**config.mk**
```make
export PLATFORM = sky130hd
export DESIGN_NAME = systolic_row_feeder
export DESIGN_NICKNAME = d
export VERILOG_FILES = /design/src/rtl/systolic_row_feeder.sv
export SDC_FILE = /design/constraint.sdc
export NUM_CORES = 1
export LEC_CHECK = 0
export ABC_AREA = 1
export BUFFER_PORTS_ARGS = -buffer_cell sky130_fd_sc_hd__buf_2
export CORE_MARGIN = 2
export CORE_UTILIZATION = 25
export DETAILED_ROUTE_END_ITERATION = 12
export PLACE_DENSITY_LB_ADDON = 0.3
export SLEW_MARGIN = 20
export SYNTH_ARGS = -nofsm -noshare
export SYNTH_HDL_FRONTEND = slang
export SYNTH_SLANG_ARGS = --single-unit
```
**constraint.sdc**
```tcl
create_clock -name clk -period 3.69 [get_ports clk]
set_clock_uncertainty 0.1 [all_clocks]
set_input_delay 1.107 -clock clk [delete_from_list [all_inputs] [get_ports clk]]
set_output_delay 1.107 -clock clk [all_outputs]
set_load 0.05 [all_outputs]
```
**src/rtl/systolic_row_feeder.sv**
```systemverilog
// Skewed left-edge operand feeder for the systolic array: holds a ROWS x K_DEPTH tile
// and streams lane r delayed by r cycles. Define FEEDER_ERR_EN to add the sticky err output.
module systolic_row_feeder #(
    parameter int DATA_WIDTH = 16,
    parameter int ROWS       = 4,
    parameter int K_DEPTH    = 4
) (
    input  logic                         clk,
    input  logic                         reset,
    input  logic                         wr_en,
    input  logic [$clog2(ROWS)-1:0]      wr_row,
    input  logic [$clog2(K_DEPTH)-1:0]   wr_col,
    input  logic [DATA_WIDTH-1:0]        wr_data,
    input  logic                         start,
    input  logic                         stall,
    output logic [ROWS*DATA_WIDTH-1:0]   data_out,
    output logic [ROWS-1:0]              valid_out,
    output logic                         busy,
`ifdef FEEDER_ERR_EN
    output logic                         err,
`endif
    output logic                         done
);

    localparam int TW = $clog2(ROWS + K_DEPTH);
    localparam int KW = $clog2(K_DEPTH);
    localparam logic [TW-1:0] LAST = TW'(ROWS + K_DEPTH - 2);

    typedef enum logic [1:0] {IDLE, STREAM, DONE} state_t;

    state_t                state_q, state_d;
    logic [TW-1:0]         t_q, t_d;
    logic [DATA_WIDTH-1:0] mem_q [ROWS][K_DEPTH];
    logic                  wrInRange;

    assign wrInRange = (int'(wr_row) < ROWS) && (int'(wr_col) < K_DEPTH);
    assign busy      = (state_q != IDLE);
    assign done      = (state_q == DONE);

    always_ff @(posedge clk) begin
        if (reset) begin
            state_q <= IDLE;
            t_q     <= '0;
        end else begin
            state_q <= state_d;
            t_q     <= t_d;
        end
    end

    // Tile writes are only accepted while idle so a running stream never sees a torn tile.
    always_ff @(posedge clk) begin
        if (reset) begin
            for (int r = 0; r < ROWS; r++)
                for (int k = 0; k < K_DEPTH; k++)
                    mem_q[r][k] <= '0;
        end else if (wr_en && (state_q == IDLE) && wrInRange) begin
            mem_q[wr_row][wr_col] <= wr_data;
        end
    end

    always_comb begin
        state_d = state_q;
        t_d     = t_q;
        unique case (state_q)
            IDLE: begin
                if (start) begin
                    state_d = STREAM;
                    t_d     = '0;
                end
            end
            STREAM: begin
                if (!stall) begin
                    if (t_q == LAST) state_d = DONE;
                    else             t_d     = t_q + 1'b1;
                end
            end
            DONE: begin
                state_d = IDLE;
                t_d     = '0;
            end
            default: state_d = IDLE;
        endcase
    end

    // Lane r sees element t-r while t lies inside [r, r+K_DEPTH); zero-padded elsewhere.
    for (genvar r = 0; r < ROWS; r++) begin : gLane
        logic          inWindow;
        logic [TW-1:0] offset;
        logic [KW-1:0] kIdx;

        assign offset   = t_q - TW'(r);
        assign kIdx     = offset[KW-1:0];
        assign inWindow = (state_q == STREAM) && (t_q >= TW'(r)) && (t_q < TW'(r + K_DEPTH));

        assign valid_out[r] = inWindow && !stall;
        assign data_out[r*DATA_WIDTH +: DATA_WIDTH] = inWindow ? mem_q[r][kIdx] : '0;
    end

`ifdef FEEDER_ERR_EN
    logic err_q;

    always_ff @(posedge clk) begin
        if (reset)
            err_q <= 1'b0;
        else if (((wr_en || start) && busy) || (wr_en && !wrInRange))
            err_q <= 1'b1;
    end

    assign err = err_q;
`endif

endmodule

```
# [Word level (Yosys, flattened, before mapping)]
# Memories as Yosys holds them, arrays and structs flattened.
# Cells that the tools add are included.
[word_totals] register_bits=5 latchBits=0 ramBits=256 rom_bits=0 inputBits=25 out_inout_bits=70 word_cells=88 n_memories=1
[op_classes] n_addsub=4 multipliers=0 div_mod_pow=0 n_lt_le_gt_ge=14 eq_ne=7 n_shift=0 muxes=34 n_bitwise=5 n_reduce_logical=21
[mem_list] name="mem_q" words=4 width=64 rd=4 rd_ports_with_merged_regs=0 wr=4 line_no="33" rtl="logic [DATA_WIDTH-1:0] mem_q [ROWS][K_DEPTH];"
[op_table] operator="$mux W16" n=13
[op_table] operator="$mux W64" n=3
[op_table] operator="$bmux W16 S2" n=4
[op_table] operator="$reduce_or A64 Y1" n=1
[op_table] operator="$demux W16 S2" n=1
[op_table] operator="$ge A3 B3 Y1 const B" n=5
[op_table] operator="$not A2 Y3" n=5
[op_table] operator="$logic_and A1 B1 Y1" n=14
[op_table] operator="$lt A3 B3 Y1 const B" n=4
[op_table] operator="$mux W3" n=3
[op_table] operator="$pmux W3 S3" n=1
[op_table] operator="$mux W2" n=4
[op_table] operator="$ne A2 B2 Y1 const B" n=4
[op_table] operator="$ge A3 B1 Y1 const B" n=2
[op_table] operator="$ge A3 B2 Y1 const B" n=2
[op_table] operator="$mux W1" n=4
[op_table] operator="$pmux W2 S2" n=1
[op_table] operator="$reduce_and A4 Y1" n=1
[op_table] operator="$sub A2 B2 Y2 const B" n=2
[op_table] operator="$add A3 B1 Y3 const B" n=1
[op_table] operator="$eq A3 B3 Y1 const B" n=1
[op_table] operator="$lt A3 B1 Y1 const B" n=1
[op_table] operator="$reduce_and A3 Y1" n=1
[op_table] operator="$reduce_bool A3 Y1" n=1
[op_table] operator="6 further kinds" n=6

# [Depth between registers and ports, before layout]
# Gate-level depths: netlist of the first run.
[logic_depth] ltp_word=8 depth_mapped=10 mapped_depth_nobuf=8

# [Worst setup path after synthesis of the first run]
# No wires, ideal clock.
[synth_timing] path_type="input to output" start="input port stall" end="output port valid_out[1]" t_arrival_ns=2.662 required_ns=2.483 path_slack_ns=-0.179 cell_stages=1 path_buffers=0 path_cell_list="nor4_1"
[synth_between] elab_chain_len=2
[synth_lines] item="start: declaration" line_no="15" rtl="input logic stall,"
[synth_lines] item="$logic_not A1 Y1" line_no="95" rtl="assign valid_out[r] = inWindow && !stall;"
[synth_lines] item="$logic_and A1 B1 Y1" line_no="95"
[synth_lines] item="end: declaration" line_no="17" rtl="output logic [ROWS-1:0] valid_out,"
# Every way passes these cells.

# [Final worst setup path of the first run]
[layout_timing] start="register t_q[1]" end="output port data_out[60]"
[layout_between] elab_chain_len=6 elab_cells_between_ends=10 classes_between="add/sub (1); order compare (2); mux (4); bitwise (1); reduce/logical (2)"
[layout_lines] item="start: declaration" line_no="32" rtl="logic [TW-1:0] t_q, t_d;"
[layout_lines] item="start signal: assignment" line_no="46" rtl="t_q <= t_d;"
[layout_lines] item="$sub A2 B2 Y2" line_no="91" rtl="assign offset = t_q - TW'(r);"
[layout_lines] item="$not A2 Y3 (implied by the code)" line_no="96" rtl="assign data_out[r*DATA_WIDTH +: DATA_WIDTH] = inWindow ? mem_q[r][kIdx] : '0;"
[layout_lines] item="$bmux W16 S2" line_no="96"
[layout_lines] item="$mux W16 (implied by the code) (2 in a row)" line_no="96"
[layout_lines] item="$mux W16 (*)" line_no="96"
[layout_lines] item="end: declaration" line_no="16" rtl="output logic [ROWS*DATA_WIDTH-1:0] data_out,"
# Every way passes the cells marked *; elsewhere a longest branch is shown, timed or not. The select of a mux whose other input is x is not followed.

==> flow_metrics.tcl, run 1 <==
set metrics [dict create \
    syn-mean-instance-area_sq_um 10.1 \
    critPathSlowestCell "dfxtp_1" \
    synthAdderAreaFrac_pct 0.318 \
    path_class "flop to primary output" \
    comb_power_share_pct 22.2 \
    rsz0062_at_grt "true" \
    fp.coreArea_sq_um 46600 \
    status "finished, final reports clean" \
    die_area_sq_um 49000 \
    finalNetCount 1279 \
    yosys.area_share.xor_xnor_pct 0 \
    p_int_w 0.00518 \
    cp_num_buf_inv 3 \
    die_w_microns 221 \
    vias 8429 \
    post-place-ws_ps 350 \
    dr.first_iter.drc_count 626 \
    relSlewSlack_pct 37.9 \
    n_antenna_cell 0 \
    synth-simple-area-share_pct 19.8 \
    cpPeakStageDelay_ps 330 \
    critPathMaxFanout 20 \
    first_pass_iters 5 \
    clkTransAtPathRegs_ps 60 \
    crit_family "buffers and inverters" \
    final_cells 1878 \
    cts_buffers 27 \
    overflow 0 \
    netSwitchingFraction_pct 31.5 \
    cp.arrival_ps 2360 \
    wire_per_inst_microns 18.0 \
    cts.sinks 261 \
    pwr-share-seq_pct 45.1 \
    worst_pin_slew_ps 930 \
    ant_nets 0 \
    drc_errors 0 \
    power.switching_w 0.00238 \
    grt_use_total_pct 13.5 \
    synth_compound_area_share_pct 8.64 \
    clk_path_buf_depth 3 \
    p_leak_nw 5.54 \
    cp-end-kind "primary output" \
    synth_seq_cells 261 \
    viasPerCell 4.49 \
    synth_top_family_by_area "simple AND/OR/NAND/NOR gates" \
    mostFrequentLayoutCells "nor2_1 (483), edfxtp_1 (256), o21ai_0 (131)" \
    setup.worst_path.start_class "flop" \
    port_buffers 94 \
    hold_violations 0 \
    dieHeight_microns 221 \
    wl_mm 33.8 \
    path_cells "buf_4, ha_1, ha_1, o21ai_4, buf_4, a21oi_1, buf_2" \
    syn_to_final_growth_pct 17.3 \
    htree_levels 1 \
    synthMuxAreaShare_pct 0 \
    vdd_ir_drop_max_mv 0.281 \
    power_density_nw_per_um2 546 \
    cts-root-buf "clkbuf_16" \
    hp-class "flop to flop" \
    ys_seq_area_share_pct 65.9 \
    min_period_over_period_pct 96.5 \
    maxSlewViolCount 0 \
    min_period_ps 3560 \
    setup_slack_ps 127 \
    synthDistinctLibCells 26 \
    grt_pass1_wl_mm 51.5 \
    cts_tree "yes" \
    synthCells 1167 \
    drive_gt1_share_pct 17.0 \
    initial_core_util_pct 25.4 \
    io_pins 95 \
    grt_max_degree 87 \
    antenna_found_initial 4 \
    power_w 0.00757 \
    clock_latency_ps 530 \
    grt_pass1_vias 8307 \
    clkPwrFrac_pct 32.8 \
    cap_violations 0 \
    final_common_cell "nor2_1" \
    core.rowCount 79 \
    reg2reg_slack_ps 1490 \
    place_congestion 0.724 \
    synth_fp_nets 1195 \
    yosysWarnings 0 \
    hpwl_mm 21.1 \
    place_inst 1829 \
    setup_violations 0 \
    syn_area_sq_um 11800 \
    cp.required_ps 2480 \
    fmax_mhz 281 \
]
logic make-up after synthesis:
group | after synthesis
buffers and inverters | 128
flip-flops | 261
adder cells (fa/ha/maj) | 3
AND/OR/NAND/NOR | 576
AO/OA/AOI/OAI | 199
synthesized netlist by cell type:
library cell	count	area, sq um
nand2_2	16	100
nand2_1	49	184
inv_1	47	176
o21ai_0	131	656
nand3_1	4	20.0
nor2_4	1	11.3
nor3_4	5	81.3
ha_1	3	37.5
buf_2	18	90.1
edfxtp_1	256	7690
buf_6	16	180
buf_1	6	22.5
dfxtp_1	5	100
nand3_4	1	17.5
clkbuf_1	37	139
nor3_1	1	5.00
o22ai_1	16	100
nor2_1	483	1810
o21ai_2	1	8.76
buf_4	2	15.0
nor2_2	14	87.6
nor4_1	1	6.26
nand3_2	1	10.0
a31oi_1	1	6.26
inv_2	2	7.51
a21oi_1	50	250
power by group through the flow:
stage	Clock (W)	Sequential, W	Combinational [W]
detailed placement	0	0.00347	0.00167
floorplan	0	0.00346	0.00111
global placement	0	0.00347	0.00167
CTS	0.00253	0.00341	0.00168
global route	0.00263	0.00342	0.00185
finish	0.00248	0.00341	0.00168
final timing paths:
| path | from | to | cells after the start |
|---|---|---|---|
| max | t_q[1] | data_out[60] | 7 |
| min | state_q[0] | t_q[0] | 4 |
| max reg2reg | state_q[0] | mem_q[1][6] | 6 |
| min reg2reg | state_q[0] | t_q[0] | 4 |
layer usage:
| layer | wire (microns) | share of wire (%) | GRT usage [%] | up-vias |
|---|---|---|---|---|
| met5 | 44 | 0.13 | 0 | - |
| met4 | 523 | 1.5 | 3.07 | 8 |
| met3 | 1560 | 4.6 | 1.82 | 38 |
| met2 | 16200 | 48 | 22.6 | 203 |
| met1 | 15500 | 46 | 18.7 | 4115 |
| li1 | - | - | - | 4065 |
sequential cells by signal (all words and copies together) (netlist names):
signal / cells
mem_q: 256
state_q: 2
t_q: 3
stage by stage:
| step | area [sq um] | util (%) | TNS (ps) | hold slack, ps |
|---|---|---|---|---|
| floorplan | 11800 | - | 0 | 509 |
| global placement | 13000 | 27.9 | 0 | 572 |
| detailed placement | 13000 | 27.9 | 0 | 573 |
| CTS | 13800 | 29.6 | 0 | 593 |
| global route | 13900 | 29.8 | -36.1 | 644 |
| finish | 13900 | 29.8 | 0 | 603 |
final cells by class:
type	instances	area (sq um)
Clock inverter	10	48.8
Sequential cell	261	7790
Fill cell	4862	32700
Timing Repair Buffer	134	906
Multi-Input combinational cell	778	3430
Tap cell	607	759
Inverter	49	185
Clock buffer	39	731
repair_timing:
| item | CTS | global route |
|---|---|---|
| hold buffers | 0 | 0 |
| gates resized for setup | 2 | 18 |
| endpoints found under the setup margin | 14 | 32 |
| cloned | 0 | 0 |
| pin swaps | 0 | 4 |
| buffers inserted | 0 | 0 |
worst reg2reg max path: cells and delay by family (launching register included):
| kind | cells | cell delay, ps |
|---|---|---|
| simple gates | 5 | 1130 |
| flops | 1 | 370 |
| buf+inv | 1 | 270 |
No activity file was read; power rests on OpenSTA's default activity.
==> run 2, diff against run 1 <==
==> constraint.sdc (replaced) <==
create_clock -name clk -period 2.9 [get_ports clk]
set_clock_uncertainty 0.1 [all_clocks]
set_input_delay 0.87 -clock clk [delete_from_list [all_inputs] [get_ports clk]]
set_output_delay 0.87 -clock clk [all_outputs]
set_load 0.05 [all_outputs]
==> run 2 against run 1 <==
Effect of this change: the flow now finishes with violations (negative setup slack); combinational power is 90% higher; cell count is 4.4% higher; first-iteration DRC count rose by 12%; sequential power up 28%; routed wire length is 11% higher; sequential share of layout area is 7.6 points lower; register-to-register slack got worse by 500 ps; die area unchanged; highest routed layer is now met4.
==> flow_metrics.tcl, run 2 (synthesized netlist as in run 1, its figures left out) <==
set metrics [dict create \
    cts_buffers 29 \
    crit_top_cell "buf_12" \
    vdd_ir_drop_max_mv 0.514 \
    viasPerCell 4.57 \
    hpwl_mm 22.1 \
    finalNetCount 1359 \
    final_common_cell "nor2_1" \
    grt_pass1_wl_mm 54.7 \
    io_pins 95 \
    fin_area_sq_um 16000 \
    cts.sinks 261 \
    hp-class "input pin to flop" \
    status "finished with violations" \
    cts_tree "yes" \
    clkTransAtPathRegs_ps 60 \
    dr.first_iter.drc_count 698 \
    path_cells "buf_12, buf_4, a31oi_4, o21ai_4, buf_12, buf_16, a21oi_4, buf_12" \
    port_buffers 94 \
    min_period_over_period_pct 107 \
    reg_top3 "mem_q (256), t_q (3), state_q (2)" \
    core.rowCount 79 \
    cp-end-kind "primary output" \
    hold_ws_ps 492 \
    syn_to_final_growth_pct 35.8 \
    wl_mm 37.4 \
    dieHeight_microns 221 \
    wire_per_inst_microns 19.1 \
    critPathMaxFanout 8 \
    postPlaceCellArea_sq_um 13500 \
    relSlewSlack_pct 54.6 \
    overflow 0 \
    path_class "flop to primary output" \
    drive_gt1_share_pct 30.1 \
    grt_max_degree 47 \
    die_area_sq_um 49000 \
    setup_slack_ps -206 \
    fmax_mhz 322 \
    ant_nets 0 \
    regMostFlops "mem_q" \
    place_congestion 0.768 \
    clk_path_buf_depth 3 \
    die_w_microns 221 \
    power_w 0.0112 \
    min_period_ps 3110 \
    reg2reg_slack_ps 990 \
    largest_reg_flops 256 \
    mostFrequentLayoutCells "nor2_1 (455), edfxtp_1 (256), buf_4 (86)" \
    n_antenna_cell 0 \
    cap_violations 0 \
    worst_pin_slew_ps 680 \
    setup_violations 63 \
    p_leak_nw 6.22 \
    cts-root-buf "clkbuf_16" \
    htree_levels 1 \
    grt_use_total_pct 14.6 \
    power_density_nw_per_um2 701 \
    tns_ps -6710 \
    fp.coreArea_sq_um 46600 \
    setup.worst_path.start_class "flop" \
    vias 8959 \
    critPathSlowestCell "dfxtp_4" \
    cpPeakStageDelay_ps 390 \
    cp.required_ps 1930 \
    drc_errors 0 \
    cts_hold_buffers 0 \
    cp.arrival_ps 2140 \
    post-place-ws_ps 114 \
    violations "negative setup slack" \
    hold_violations 0 \
    initial_core_util_pct 25.4 \
    clock_latency_ps 550 \
    rsz0062_at_grt "true" \
    grt_pass1_vias 8999 \
    first_pass_iters 5 \
    maxSlewViolCount 0 \
    antenna_found_initial 0 \
]
==> run 2: changes by cell type in the layout (fill, tap and decap cells not counted), moves of 16 or more <==
cell     change
o21ai_0    -102
o21ai_1     +83
buf_2       -57
buf_4       +50
buf_6       +48
a21oi_1     -36
nor2_1      -28
a21oi_2     +20
buf_8       +19
nor2_2      +19
o21ai_2     +19
a21oi_4     +16
==> run 2: layout make-up <==
type	count	area, sq um
Multi-Input combinational cell	778	3970
Inverter	49	210
Sequential cell	261	7800
Fill cell	4666	30500
Timing Repair Buffer	212	2360
Clock inverter	21	203
Clock buffer	33	741
Tap cell	607	759
==> run 2: worst max-delay path: cells and delay by family, from the launching register on <==
kind                   cells  cell delay [ps]
buffers and inverters      5              760
AO/OA/AOI/OAI              3              420
flip-flops                 1              390
==> run 2: timing repair <==
| item | in CTS | in global routing |
|---|---|---|
| gates resized for setup | 215 | 170 |
| setup buffers | 6 | 18 |
| hold endpoints to repair | 0 | 0 |
| pin swaps | 20 | 48 |
| gates cloned | 8 | 10 |
| endpoints found under the setup margin | 68 | 67 |
==> run 2: metrics by stage <==
| step | std cells | utilization [%] |
|---|---|---|
| finish | 1961 | 34.5 |
| floorplan | 1167 | - |
| global route | 1961 | 34.5 |
| CTS | 1936 | 33.0 |
| detailed placement | 1868 | 29.1 |
| global placement | 1868 | 29.1 |
==> run 2: worst paths after layout <==
path | end | depth (start not counted) | startpoint
max | data_out[56] | 8 | t_q[0]
min | state_q[0] | 4 | reset
max reg2reg | mem_q[3][53] | 6 | state_q[1]
min reg2reg | t_q[0] | 3 | state_q[0]
==> run 2: layer usage <==
| layer | wire length (microns) | part of all wire, % | up-vias | GRT usage (%) |
|---|---|---|---|---|
| met4 | 884 | 2.4 | 0 | 4.48 |
| met3 | 1690 | 4.5 | 44 | 1.77 |
| met2 | 18300 | 49 | 240 | 25.0 |
| met5 | 0 | 0 | - | 0 |
| li1 | - | - | 4249 | - |
| met1 | 16500 | 44 | 4426 | 19.2 |
==> run 2: report_power, final <==
part	total [W]	switching (W)	leakage (nW)	internal [W]
Combinational	0.00320	0.00198	3.08	0.00122
Clock	0.00368	0.00150	0.459	0.00218
Sequential	0.00436	0.0000691	2.69	0.00429
Total	0.0112	0.00354	6.22	0.00770
